==> config.mk <==
export PLATFORM = sky130hd
export DESIGN_NAME = hazard_ctrl
export DESIGN_NICKNAME = d
export VERILOG_FILES = /design/src/rtl/hazard_ctrl.sv
export SDC_FILE = /design/constraint.sdc
export NUM_CORES = 1
export LEC_CHECK = 0
export ABC_CLOCK_PERIOD_IN_PS = 3100
export CAP_MARGIN = 20
export CORE_MARGIN = 4
export CORE_UTILIZATION = 45
export DETAILED_ROUTE_END_ITERATION = 8
export PLACE_DENSITY = 0.76
export SETUP_SLACK_MARGIN = 0.15
export SYNTH_ARGS = -nofsm -noshare
export SYNTH_HDL_FRONTEND = slang
export SYNTH_SLANG_ARGS = --single-unit
==> constraint.sdc <==
create_clock -name clk -period 3.1 [get_ports clk]
set_input_delay 0.465 -clock clk [delete_from_list [all_inputs] [get_ports clk]]
set_output_delay 0.465 -clock clk [all_outputs]
set_load 0.01 [all_outputs]
==> src/rtl/hazard_ctrl.sv <==
// Pipeline hazard controller for the 5-stage core: load-use stalls, branch and
// jump flushes, and the EX/MEM forwarding-select codes registered into ID/EX.
module hazard_ctrl #(
    parameter int BR_PENALTY  = 2,
    parameter int JMP_PENALTY = 1
) (
    input  logic        clk,
    input  logic        rst,
    input  logic [31:0] instr_id,
    input  logic        id_valid,
    input  logic        br_taken,
    output logic        pc_stall,
    output logic        ifid_stall,
    output logic        ifid_flush,
    output logic        idex_bubble,
    output logic [2:0]  rs_fwd,
    output logic [2:0]  rt_fwd,
    output logic [1:0]  state
);

    localparam logic [5:0] OP_JUMP = 6'h02;
    localparam logic [5:0] OP_BEQ  = 6'h04;
    localparam logic [5:0] OP_LDW  = 6'h23;
    localparam logic [5:0] OP_SDW  = 6'h2B;

    localparam logic [2:0] FWD_RF  = 3'd0;
    localparam logic [2:0] FWD_EX  = 3'd1;
    localparam logic [2:0] FWD_MEM = 3'd2;

    // cnt holds the number of FLUSH cycles still to run after the current one.
    localparam logic [1:0] BR_CNT  = 2'(BR_PENALTY - 1);
    localparam logic [1:0] JMP_CNT = (JMP_PENALTY > 1) ? 2'(JMP_PENALTY - 2) : 2'd0;

    typedef enum logic [1:0] {
        S_RUN    = 2'd0,
        S_LSTALL = 2'd1,
        S_FLUSH  = 2'd2
    } state_e;

    state_e      state_q, state_d;
    logic [1:0]  cnt_q, cnt_d;
    logic [4:0]  ex_dst_q, ex_dst_d;
    logic        ex_ld_q, ex_ld_d;
    logic [4:0]  mem_dst_q;
    logic [2:0]  rs_fwd_q, rs_fwd_d;
    logic [2:0]  rt_fwd_q, rt_fwd_d;

    logic [5:0]  opcode;
    logic        is_ldw, is_sdw, is_beq, is_jump;
    logic [4:0]  rs_f, rt_f, dst_f;
    logic        rs_use, rt_use;
    logic        load_use, jump_id;
    logic [2:0]  rs_code, rt_code;
    logic        unused_bits;

    assign unused_bits = ^instr_id[10:0];

    // Field decode of the instruction sitting in IF/ID.
    always_comb begin
        opcode  = instr_id[31:26];
        is_ldw  = (opcode == OP_LDW);
        is_sdw  = (opcode == OP_SDW);
        is_beq  = (opcode == OP_BEQ);
        is_jump = (opcode == OP_JUMP);
        rs_f    = instr_id[20:16];
        rt_f    = (is_sdw || is_beq || is_ldw) ? instr_id[25:21] : instr_id[15:11];
        dst_f   = (!id_valid || is_sdw || is_beq || is_jump) ? 5'd0 : instr_id[25:21];
        rs_use  = id_valid && !is_jump && (rs_f != 5'd0);
        rt_use  = id_valid && !is_jump && (rt_f != 5'd0);
        jump_id = id_valid && is_jump;
    end

    always_comb begin
        load_use = ex_ld_q && (ex_dst_q != 5'd0) &&
                   ((rs_use && (rs_f == ex_dst_q)) || (rt_use && (rt_f == ex_dst_q)));
    end

    // EX result wins over MEM when both hold the same register.
    always_comb begin
        rs_code = FWD_RF;
        if (rs_use && (rs_f == ex_dst_q) && !ex_ld_q) begin
            rs_code = FWD_EX;
        end else if (rs_use && (rs_f == mem_dst_q) && (mem_dst_q != 5'd0)) begin
            rs_code = FWD_MEM;
        end
        rt_code = FWD_RF;
        if (rt_use && (rt_f == ex_dst_q) && !ex_ld_q) begin
            rt_code = FWD_EX;
        end else if (rt_use && (rt_f == mem_dst_q) && (mem_dst_q != 5'd0)) begin
            rt_code = FWD_MEM;
        end
    end

    // State register and pipeline tracking registers.
    always_ff @(posedge clk or posedge rst) begin
        if (rst) begin
            state_q   <= S_RUN;
            cnt_q     <= 2'd0;
            ex_dst_q  <= 5'd0;
            ex_ld_q   <= 1'b0;
            mem_dst_q <= 5'd0;
            rs_fwd_q  <= FWD_RF;
            rt_fwd_q  <= FWD_RF;
        end else begin
            state_q   <= state_d;
            cnt_q     <= cnt_d;
            ex_dst_q  <= ex_dst_d;
            ex_ld_q   <= ex_ld_d;
            mem_dst_q <= ex_dst_q;
            rs_fwd_q  <= rs_fwd_d;
            rt_fwd_q  <= rt_fwd_d;
        end
    end

    // Next-state logic.
    always_comb begin
        state_d = state_q;
        cnt_d   = cnt_q;
        unique case (state_q)
            S_RUN: begin
                if (br_taken) begin
                    state_d = S_FLUSH;
                    cnt_d   = BR_CNT;
                end else if (load_use) begin
                    state_d = S_LSTALL;
                end else if (jump_id && (JMP_PENALTY > 1)) begin
                    state_d = S_FLUSH;
                    cnt_d   = JMP_CNT;
                end
            end
            S_LSTALL: begin
                if (br_taken) begin
                    state_d = S_FLUSH;
                    cnt_d   = BR_CNT;
                end else begin
                    state_d = S_RUN;
                end
            end
            S_FLUSH: begin
                if (br_taken) begin
                    cnt_d = BR_CNT;
                end else if (cnt_q == 2'd0) begin
                    state_d = S_RUN;
                end else begin
                    cnt_d = cnt_q - 2'd1;
                end
            end
            default: begin
                state_d = S_RUN;
                cnt_d   = 2'd0;
            end
        endcase
    end

    // Output logic; everything is forced quiet while reset is held.
    always_comb begin
        pc_stall    = 1'b0;
        ifid_stall  = 1'b0;
        ifid_flush  = 1'b0;
        idex_bubble = 1'b0;
        if (!rst) begin
            unique case (state_q)
                S_RUN: begin
                    if (br_taken) begin
                        ifid_flush  = 1'b1;
                        idex_bubble = 1'b1;
                    end else if (load_use) begin
                        pc_stall    = 1'b1;
                        ifid_stall  = 1'b1;
                        idex_bubble = 1'b1;
                    end else if (jump_id) begin
                        ifid_flush  = 1'b1;
                    end
                end
                S_LSTALL: begin
                    if (br_taken) begin
                        ifid_flush  = 1'b1;
                        idex_bubble = 1'b1;
                    end
                end
                S_FLUSH: begin
                    ifid_flush  = 1'b1;
                    idex_bubble = 1'b1;
                end
                default: begin
                    idex_bubble = 1'b1;
                end
            endcase
        end
    end

    // A bubble enters ID/EX as a NOP: no destination, no forwarding.
    always_comb begin
        ex_dst_d = idex_bubble ? 5'd0 : dst_f;
        ex_ld_d  = !idex_bubble && id_valid && is_ldw;
        rs_fwd_d = idex_bubble ? FWD_RF : rs_code;
        rt_fwd_d = idex_bubble ? FWD_RF : rt_code;
    end

    assign rs_fwd = rs_fwd_q;
    assign rt_fwd = rt_fwd_q;
    assign state  = state_q;

endmodule
==> results.json, run 1 <==
{
  "outcome": "complete, no violations",
  "period_minus_slack_ps": 2970,
  "antenna_cells": 0,
  "worst-endpoint-arrival_ps": 2510,
  "cts_sinks": 19,
  "wire_per_inst_um": 17.6,
  "area_growth_pct": 53.6,
  "crit_required_ps": 2630,
  "layout_commonest_cell": "buf_4",
  "cts_hold_buf": 0,
  "die-width_um": 63.7,
  "grt_pass1_vias": 1671,
  "dp_cells": 250,
  "initial_core_util": 0.490,
  "worst_slew_pin_slew_ps": 735,
  "ys_ff_latch": 19,
  "min_from": "ex_dst_q[3]$_DFF_PP0_",
  "finalSetupViolations": 0,
  "use_met2": 0.415,
  "synthArstFlopShare": 1.00,
  "critPathMaxFanout": 4,
  "synth.top_cell.area_share": 0.340,
  "rsz0062_at_grt": "true",
  "max_freq_ghz": 0.336,
  "final_cell_area_mm2": 0.00215,
  "routed_wl_um": 4660,
  "initialDrtViolationCount": 193,
  "reg2reg_slack_ps": 950,
  "drv_slew": 0,
  "vias": 1575,
  "ys_types": 51,
  "placed_area_mm2": 0.00202,
  "synth_top_family_by_area": "compound AO/OA/AOI/OAI gates",
  "gp_routability_congestion": 0.942,
  "grt_max_degree": 20,
  "fin_cells": 265,
  "insertion_delay_ps": 300,
  "fin_setup_tns_ps": 0,
  "use_met3": 0.0385,
  "first_pass_iters": 4,
  "die_h_um": 63.7,
  "crit_path_end_kind": "output port",
  "drv_cap": 0,
  "synthSimpleGateAreaFrac": 0.209,
  "cts_buffers": 3,
  "grt_pass1_wl_um": 7890,
  "hold_class": "reg -> reg",
  "cts_tree": "yes",
  "nets": 272,
  "ios": 48,
  "synthTopCellsByArea": "dfrtp_1 (34%), xnor2_1 (5.0%), inv_1 (4.6%)",
  "hold_end": "mem_dst_q[3]$_DFF_PP0_",
  "peakVddDrop_uv": 373,
  "grt.busiest_layer": "met2",
  "via_per_inst": 5.94,
  "grtUsageMet1": 0.317,
  "reg2regPathDepth": 6,
  "drc_errors": 0,
  "period_share": 0.959,
  "layout_common_cells": "buf_4 (44), clkdlybuf4s50_1 (25), dfrtp_1 (19)",
  "synth.area.mux_share": 0.0358,
  "timing.hold.ws_ps": 520,
  "netlist_area_mm2": 0.00140,
  "die_area_mm2": 0.00406,
  "finalHoldViolCount": 0,
  "synthFlopType": "dfrtp_1",
  "avgSynthCellArea_um2": 9.13,
  "synth_xor_area_frac": 0.0815,
  "ant_nets": 0,
  "syn_inst": 153,
  "ys_warn_count": 0,
  "yosysSeqAreaShare": 0.340,
  "finalClockSkew_ps": 4.64,
  "synthAdderAreaFrac": 0.00895,
  "port_buffers": 34,
  "layout-drive-gt1-share": 0.308,
  "power_density_mw_per_mm2": 332,
  "synth_edf_count": 0,
  "root_buffer": "clkbuf_4",
  "reg2reg_from": "mem_dst_q[0]$_DFF_PP0_",
  "dp_hpwl_um": 3570,
  "slew_headroom": 0.505,
  "synth_area_leader_cell": "dfrtp_1",
  "cts_max_path_buffers": 2,
  "path_clk_slew_ps": 90,
  "hold-path-cell-count": 0,
  "core-area_mm2": 0.00285,
  "r2r_end": "rt_fwd[1]$_DFF_PP0_",
  "cts.htree.levels": 1,
  "criticalPathCategory": "in -> out",
  "rows": 19,
  "antenna_found_initial": 0,
  "synth_compound_area_frac": 0.258,
  "grt_remaining_overflow": 0,
  "grt_use_total": 0.243,
  "startpoint_type": "primary input",
  "cellLeakagePower_nw": 0.985
}
==> registers in the layout (all words and copies together) (netlist names) <==
| register | cells |
|---|---|
| ex_dst_q | 5 |
| state | 2 |
| rt_fwd | 2 |
| ex_ld_q | 1 |
| mem_dst_q | 5 |
| cnt_q | 2 |
| rs_fwd | 2 |
==> kinds of logic after synthesis <==
| logic type | Yosys count |
|---|---|
| adder cells (fa/ha/maj) | 1 |
| AO/OA/AOI/OAI | 44 |
| other | 1 |
| multiplexers | 5 |
| AND/OR/NAND/NOR | 49 |
| XOR/XNOR | 13 |
| buffers and inverters | 21 |
| flip-flops | 19 |
==> synth_stat cells (2+ instances only) <==
master     number
a211oi_1        8
a21oi_1         7
a222oi_1        2
a22oi_1         2
buf_4           3
dfrtp_1        19
inv_1          17
mux2i_1         5
nand2_1         2
nand2b_1        7
nand3_1         3
nand4_1         2
nor2_1         15
nor3_1          4
o2111ai_1       2
o211ai_1        3
o21ai_0         2
o221ai_1        2
or3_1           2
or4_1           4
xnor2_1         8
xor2_1          5
==> layer usage <==
metal	part of all wire	routed length, um
met1	0.43	1990
met2	0.49	2300
met3	0.063	293
met4	0.015	71
met5	0	0
==> layout make-up <==
type | count | area, um2
inverter | 17 | 63.8
fill | 212 | 706
sequential | 19 | 475
clock buffer | 4 | 26.3
multi-input combinational | 114 | 878
timing repair buffer | 80 | 664
tap | 31 | 38.8
==> worst max path at each step <==
| stage | startpoint | endpoint |
|---|---|---|
| 3_5_place_dp | instr_id[27] | ifid_stall |
| 5_1_grt | instr_id[30] | ifid_stall |
| 6_report | instr_id[29] | ifid_stall |
| 2_1_floorplan | instr_id[27] | pc_stall |
| 4_1_cts | instr_id[29] | ifid_stall |
| 3_3_place_gp | instr_id[27] | ifid_stall |
==> per-stage QoR <==
step                      total power, mW   util  setup WS [ps]
after floorplan                     0.444      -            182
after global placement              0.564  0.707           -542
after detailed placement            0.577  0.707           -641
after CTS                           0.708  0.744           85.2
after global routing                0.765  0.753           9.56
final                               0.713  0.753            126
==> critical path, cell delays in order <==
cell,delay (ps)
buf_8,100
buf_6,110
nor4b_4,230
buf_4,150
a22oi_2,80
buf_4,170
mux2i_4,170
a22o_1,280
o31ai_4,260
buf_4,150
nor3b_4,170
buf_2,160
==> where the power goes <==
group | total [mW] | switching [mW] | internal, mW
sequential | 0.300 | 0.0280 | 0.272
clock | 0.123 | 0.0724 | 0.0502
combinational | 0.291 | 0.141 | 0.150
total | 0.713 | 0.241 | 0.472
==> what timing repair did <==
| item | CTS | global route |
|---|---|---|
| gates resized for setup | 39 | 9 |
| cloned | 0 | 0 |
| hold endpoints to repair | 0 | 0 |
| pin swaps | 10 | 5 |
| setup endpoints to repair | 3 | 3 |
| setup buffers | 9 | 2 |
Note: power is estimated with default switching activity, not from simulation.
==> inputs of run 2 (changes only) <==
Settings changed: CTS_CLUSTER_DIAMETER set to 60.
==> results of run 2 <==
Final layout, timing and power as in run 1 (identical DEF).
==> inputs of run 3 (changes only) <==
Settings changed: CORE_ASPECT_RATIO set to 1.75, PLACE_DENSITY 0.76 to 0.79.
==> run 3 against run 2 <==
Compared with the run above: non-clock buffer count fell by 5; cell area barely moved; routed wire length fell by 1.5%; sequential power barely moved; hold slack got worse by 36 ps; largest cell class unchanged.
==> results.json, run 3 (synthesized netlist as in run 1, its figures left out) <==
{
  "grt_pass1_wl_um": 7350,
  "insertion_delay_ps": 270,
  "path_cells": "dlygate4sd2_1 > and4b_1 > a22oi_2 > buf_4 > mux2i_2 > a22o_1 > o31ai_4 > a21o_2 > clkdlybuf4s15_2",
  "via_per_inst": 5.78,
  "dp_hpwl_um": 3610,
  "critPathMaxFanout": 4,
  "clockPowerShare": 0.240,
  "routed_wl_um": 4590,
  "slew_headroom": 0.551,
  "rsz0062_at_grt": "true",
  "first_pass_iters": 4,
  "die-width_um": 50.1,
  "initial_core_util": 0.472,
  "reg2reg_slack_ps": 1010,
  "drv_cap": 0,
  "power_frac_seq": 0.390,
  "cellLeakagePower_nw": 0.957,
  "outcome": "complete, no violations",
  "criticalPathCategory": "in -> out",
  "gp_routability_congestion": 0.935,
  "cts_max_path_buffers": 2,
  "area_growth_pct": 53.7,
  "swShare": 0.337,
  "max_freq_ghz": 0.343,
  "grt_max_degree": 20,
  "nets": 267,
  "peakVddDrop_uv": 398,
  "die_h_um": 81.7,
  "cts_buffers": 3,
  "grt_remaining_overflow": 0,
  "p_comb_frac": 0.370,
  "cts_hold_buf": 0,
  "initialDrtViolationCount": 75,
  "layout_commonest_cell": "buf_4",
  "vias": 1566,
  "hold_class": "reg -> reg",
  "finalSetupViolations": 0,
  "multi_input_area_um2": 870,
  "layout-drive-gt1-share": 0.297,
  "grt_use_total": 0.234,
  "cts.htree.levels": 1,
  "period_minus_slack_ps": 2910,
  "crit_required_ps": 2630,
  "switching_power_uw": 259,
  "drv_slew": 0,
  "layout_common_cells": "buf_4 (40), clkdlybuf4s50_1 (25), dfrtp_1 (19)",
  "drc_errors": 0,
  "fillers": 231,
  "fin_ws_ps": 186,
  "antenna_found_initial": 0,
  "antenna_cells": 0,
  "timing.hold.ws_ps": 484,
  "root_buffer": "clkbuf_8",
  "reg_top3": "ex_dst_q x5, mem_dst_q x5",
  "rows": 26,
  "crit_slowest_cell": "a22oi_2",
  "ios": 48,
  "power_density_mw_per_mm2": 357,
  "p_int_uw": 509,
  "crit_buf_inv": 3,
  "seq_area_um2": 475,
  "wire_per_inst_um": 16.9,
  "pre_cts_slack_ps": -595,
  "grt_pass1_vias": 1606,
  "core-area_mm2": 0.00296,
  "finalClockSkew_ps": 5.84,
  "slowest_delay_ps": 280,
  "worst_slew_pin_slew_ps": 666,
  "finalHoldViolCount": 0,
  "crit_path_end_kind": "output port",
  "cts_sinks": 19,
  "startpoint_type": "primary input",
  "port_buffers": 34,
  "cts_tree": "yes",
  "path_delay_family": "compound AO/OA/AOI/OAI gates",
  "period_share": 0.940,
  "worst-endpoint-arrival_ps": 2450,
  "die_area_mm2": 0.00410,
  "path_clk_slew_ps": 70,
  "ant_nets": 0
}
[run 3: changes by cell type in the layout (fill, tap and decap cells not counted), moves of 2 or more]
cell	delta
buf_4	-4
clkbuf_4	-3
clkbuf_8	+3
mux2i_2	+3
clkbuf_2	-2
mux2i_1	-2
[run 3: cell type report]
class | instances | area share
Timing Repair Buffer | 75 | 0.297
Clock buffer | 3 | 0.0192
Clock inverter | 1 | 0.00349
Inverter | 17 | 0.0297
Tap cell | 42 | 0.0245
Multi-Input combinational cell | 114 | 0.405
Sequential cell | 19 | 0.221
[run 3: layer usage]
metal | part of all wire | GRT usage | vias to the layer above
met4 | 0.035 | 0.122 | 0
met5 | 0 | 0 | -
met2 | 0.57 | 0.459 | 73
met3 | 0.056 | 0.0327 | 18
li1 | - | - | 730
met1 | 0.33 | 0.229 | 745
[run 3: path summary, 6_finish.rpt]
check / start / endpoint / cells after the start
setup reg to reg: mem_dst_q[0]$_DFF_PP0_ / rt_fwd[1]$_DFF_PP0_ / 6
setup / recovery: instr_id[26] / idex_bubble / 9
hold reg to reg: ex_dst_q[3]$_DFF_PP0_ / mem_dst_q[3]$_DFF_PP0_ / 0
max in group asynchronous: rst / mem_dst_q[3]$_DFF_PP0_ / 3
hold / removal: ex_dst_q[3]$_DFF_PP0_ / mem_dst_q[3]$_DFF_PP0_ / 0
min in group asynchronous: rst / state[0]$_DFFE_PP0P_ / 3
[run 3: repair_timing]
item | CTS | global route
endpoints found under the hold margin | 0 | 0
resized for setup | 30 | 12
pin swaps | 8 | 7
setup endpoints to repair | 3 | 3
gates cloned | 0 | 0
setup buffers | 2 | 2
[run 3: power by group through the flow]
stage / registers, mW / clock network (mW) / logic (mW)
finish: 0.300 / 0.184 / 0.284
global route: 0.304 / 0.202 / 0.312
CTS: 0.299 / 0.189 / 0.278
detailed placement: 0.304 / 0 / 0.274
global placement: 0.304 / 0 / 0.260
floorplan: 0.298 / 0 / 0.146
[run 3: metrics by stage]
stage	power, mW	area [um2]	std cells	TNS (ps)	utilization
3_5_place_dp	0.579	2050	263	-1680	0.691
4_1_cts	0.766	2120	269	0	0.716
5_1_grt	0.818	2150	271	0	0.726
3_3_place_gp	0.563	2050	263	-1470	0.691
2_1_floorplan	0.444	1400	154	0	-
6_report	0.768	2150	271	0	0.726
